## config.mk

```make
export PLATFORM = sky130hd
export DESIGN_NAME = dec_popcount
export DESIGN_NICKNAME = d
export VERILOG_FILES = /design/src/rtl/dec_cmp_pkg.sv /design/src/rtl/dec_popcount.sv
export SDC_FILE = /design/constraint.sdc
export NUM_CORES = 1
export LEC_CHECK = 0
export BUFFER_PORTS_ARGS = -buffer_cell sky130_fd_sc_hd__buf_2
export CAP_MARGIN = 20
export CORE_UTILIZATION = 44
export DETAILED_ROUTE_END_ITERATION = 10
export PLACE_DENSITY = 0.81
export SYNTH_ARGS = -nofsm -noshare
export SYNTH_HDL_FRONTEND = slang
export SYNTH_SLANG_ARGS = --single-unit
```

## constraint.sdc

```tcl
create_clock -name vclk -period 3.9
set_input_delay 0 -clock vclk [all_inputs]
set_output_delay 0 -clock vclk [all_outputs]
set_load 0.005 [all_outputs]
```

## src/rtl/dec_cmp_pkg.sv

```systemverilog
// -----------------------------------------------------------------------------
// dec_cmp_pkg
// Shared sizing helpers for the decoder compare checker.
//   ew(depth)      : width able to hold a bit count 0..depth
//   chw(n)         : width of a channel index, at least 1 bit
//   popcount(vec)  : behavioural set-bit count, up to POP_MAX bits
// -----------------------------------------------------------------------------
package dec_cmp_pkg;

    localparam int POP_MAX = 256;

    function automatic int ew(input int depth);
        return $clog2(depth + 1);
    endfunction

    function automatic int chw(input int n);
        return (n > 1) ? $clog2(n) : 1;
    endfunction

    function automatic int popcount(input logic [POP_MAX-1:0] vec);
        int cnt;
        cnt = 0;
        for (int i = 0; i < POP_MAX; i++) begin
            cnt += int'(vec[i]);
        end
        return cnt;
    endfunction

endpackage

```

## src/rtl/dec_popcount.sv

```systemverilog
// -----------------------------------------------------------------------------
// dec_popcount
// Purely combinational count of set bits in one channel's masked difference.
// Ports:
//   i_vec   [DATA_DEPTH]      vector to count
//   o_count [ew(DATA_DEPTH)]  number of ones in i_vec (0..DATA_DEPTH)
// -----------------------------------------------------------------------------
module dec_popcount
    import dec_cmp_pkg::*;
#(
    parameter int DATA_DEPTH = 32
) (
    input  logic [DATA_DEPTH-1:0]     i_vec,
    output logic [ew(DATA_DEPTH)-1:0] o_count
);

    localparam int EW = ew(DATA_DEPTH);

    always_comb begin
        // NOTE: every always_comb output gets a default first so no path leaves it unassigned (no latch).
        o_count = '0;
        for (int i = 0; i < DATA_DEPTH; i++) begin
            o_count = o_count + EW'(i_vec[i]);
        end
    end

endmodule

```

After elaboration in Yosys (flattened, before gate mapping)
Index checks and enable logic that the tools add are counted.
{ "totals": {"ff_bits": 0, "input_bits": 32, "output_inout_bits": 6, "word_cells": 31} }
{ "op_classes": {"add_sub_neg": 31} }
{ "ops": {"columns": ["op", "n"], "rows": [
  ["$add A6 B1 Y6", 26],
  ["$add A5 B1 Y6", 1],
  ["$add A4 B1 Y5", 1],
  ["$add A3 B1 Y4", 1],
  ["$add A2 B1 Y3", 1],
  ["$add A1 B1 Y2", 1]
]} }

Longest topological paths before layout
{ "depth": {"ltp_word": 31, "mapped_depth": 16, "mapped_depth_nobuf": 16} }

Worst setup path before layout
OpenSTA, ideal clock, no wires.
{ "synth_timing": {"kind": "input port to output port", "start": "input port i_vec[0]", "end": "output port o_count[4]", "arrival_ns": 4.098, "required_ns": 3.900, "path_slack_ns": -0.198, "stages": 16, "path_buffers": 0, "path_cell_list": "inv_1 fa_1 inv_1 fa_1 fa_1 fa_1 fa_1 inv_1 fa_1 inv_1 ha_1 inv_1 fa_1 nand2b_1 a21oi_2 xor2_1"} }
{ "synth_between": {"elab_chain_cells": 31} }
{ "synth_lines": {"columns": ["element", "line", "text"], "rows": [
  ["from (decl)", "dec_popcount.sv:13", "input logic [DATA_DEPTH-1:0] i_vec,"],
  ["$add A1 B1 Y2", "dec_popcount.sv:23", "o_count = o_count + EW'(i_vec[i]);"],
  ["$add A2 B1 Y3", "dec_popcount.sv:23", null],
  ["$add A3 B1 Y4", "dec_popcount.sv:23", null],
  ["$add A4 B1 Y5", "dec_popcount.sv:23", null],
  ["$add A5 B1 Y6", "dec_popcount.sv:23", null],
  ["$add A6 B1 Y6 (26 in series)", "dec_popcount.sv:23", null],
  ["to (decl)", "dec_popcount.sv:14", "output logic [ew(DATA_DEPTH)-1:0] o_count"]
]} }
No other way between the ends.

Worst setup path in the final report
Ends and elaborated chain as after synthesis.

==> summary.md <==
| Metric | Value |
|---|---|
| Status | finished with violations |
| Violated checks | design-rule violations, negative setup slack |
| RSZ-0062 raised after global routing | true |
| Syn. warnings | 0 |
| CLK BUF | 0 |
| Top cell type's share of synthesized area | ~63% |
| Final WS setup | -0.349 ns |
| First DRT Iteration DRCs | 8 |
| Pre-CTS setup slack | -0.494 ns |
| Worst setup SP type | input pin |
| Initial core utilization | 48.6% |
| Post-Syn Area | around 760 um2 |
| First-pass GRT wire length | ~2000 um |
| Cell count after synthesis | 73 |
| I/O pin total | 38 |
| Final Hold Vio Count | 0 |
| Routability cong. | roughly 0.7 |
| Vias per cell | between 4 and 5 |
| Ant diodes | 0 |
| Max cap viols | 0 |
| Worst hold slack | about 0.32 ns |
| Synthesized Nets | 136 |
| Nets | 180 |
| FF/Latch Area | 0 um2 |
| DRC Markers | 6 |
| Hold Crit Class | in -> out |
| Area Overhead vs Synth | 36.5% |
| Initial antenna violation count | 0 |
| Drt first pass iters | 6 |
| Most common cell after layout, fill and taps aside | buf_2 |
| Seq Cell Count | 0 |
| Netlist cell types | 11 |
| Seq/Total Area, Yosys | 0% |
| Crit path max fanout | 2 |
| Synth area leaders | fa_1, inv_1, ha_1 |
| Crit path DAT | ~4.3 ns |
| Largest net degree at the start of global routing | 4 |
| Tightest Pin Transition | approximately 0.17 ns |
| Vias in the first global route | 600 |
| CP required | ~4 ns |
| CORE AREA | roughly 1600 um2 |
| Final Setup Violations | 5 |
| Final ANT Viol Nets | 0 |
| Most frequent cells in the layout | buf_2, inv_1, fa_1, ha_1, inv_2 |
| Critical path class | in -> out |
| Final Cell Area | between 1000 and 1500 um2 |
| Share of cells above drive strength 1 | 45.2% |
| Headroom to the max-slew limit | between 80% and 90% |
| Die W | around 44 um |
| Crit. End Element | output pin |
| DP HPWL | 1190 um |
| Final Slew Violations | 0 |
| Placed Area | around 990 um2 |
| Hold EP | o_count[0] |
| Max Fclk | 235 MHz |
| Total Wirelength | ~1200 um |
| Gr ovfl total | 0 |
| CTS hold repair buffers | 0 |
| DR WL/cell | between 8 and 9 um |
| Vias | about 600 |
| Avg Inst Size Synth | slightly above 10 um2 |
| PortBufs | 38 |
| Hold_sp | i_vec[2] |
| Hold Path Stages | 3 |
| Die height | 43.5 um |
| Die ar. | roughly 1900 um2 |
| Final period util | 109% |
| Cell taking the most area after synthesis | fa_1 |
| Final min period | around 4.2 ns |
| GRT Total Usage | between 10% and 20% |
| # rows | 14 |
[cell families after synthesis]
logic type      share of synthesized area (%)
compound gates                           3.96
xor+xnor                                 3.47
buf+inv                                  14.9
simple gates                             2.81
fa+ha+maj                                74.9
[synth_stat cells]
master    count
nor2_1        2
o21ai_0       1
xor2_1        1
nand2_1       2
a21o_1        1
a21oi_2       2
inv_1        30
xnor2_1       2
ha_1          7
nand2b_1      1
fa_1         24
[worst max path at each step]
stage               cells past startpoint         end  slack [ns]     start
global placement                       18  o_count[4]       -0.44  i_vec[0]
floorplan                              16  o_count[4]       -0.20  i_vec[0]
detailed placement                     18  o_count[4]       -0.49  i_vec[0]
finish                                 18  o_count[4]       -0.35  i_vec[0]
global route                           18  o_count[4]       -0.50  i_vec[0]
CTS                                    18  o_count[4]       -0.48  i_vec[0]
[cell type report]
class | instances | area, um2
well taps | 16 | 20.0
multi-input cells | 43 | 668
fillers | 133 | 524
repair buffers | 42 | 234
inverters | 30 | 113
[metrics by stage]
step | instances | util (%) | TNS (ns)
after CTS | 131 | 65.5 | -1.71
after detailed placement | 130 | 63.6 | -1.57
after global routing | 131 | 66.4 | -1.72
after floorplan | 73 | - | -0.198
final | 131 | 66.4 | -1.12
after global placement | 130 | 63.6 | -1.37
[worst max-delay path, cell delays in order]
cell,delay (ns)
buf_6,0.07
inv_2,0.03
fa_1,0.54
inv_2,0.04
fa_1,0.47
fa_1,0.55
fa_1,0.44
fa_1,0.50
inv_2,0.04
fa_1,0.44
inv_2,0.07
ha_4,0.13
inv_2,0.03
fa_2,0.34
nand2b_4,0.15
a21oi_2,0.13
xor2_1,0.14
buf_2,0.12
[routing by layer]
metal,GRT usage (%),vias up,wire length [um]
met2,31.8,22,741
met4,1.88,0,0
met3,0.417,0,54
met1,13.3,292,362
met5,0,-,0
li1,-,284,-
[repair_timing]
action | CTS | global route
pin swaps | 9 | 10
gates resized for setup | 9 | 4
buffers inserted | 1 | 0
setup endpoints to repair | 5 | 5
Power is not shown: default switching activity piles up to over one toggle a cycle in this logic, so the estimate is an artifact.
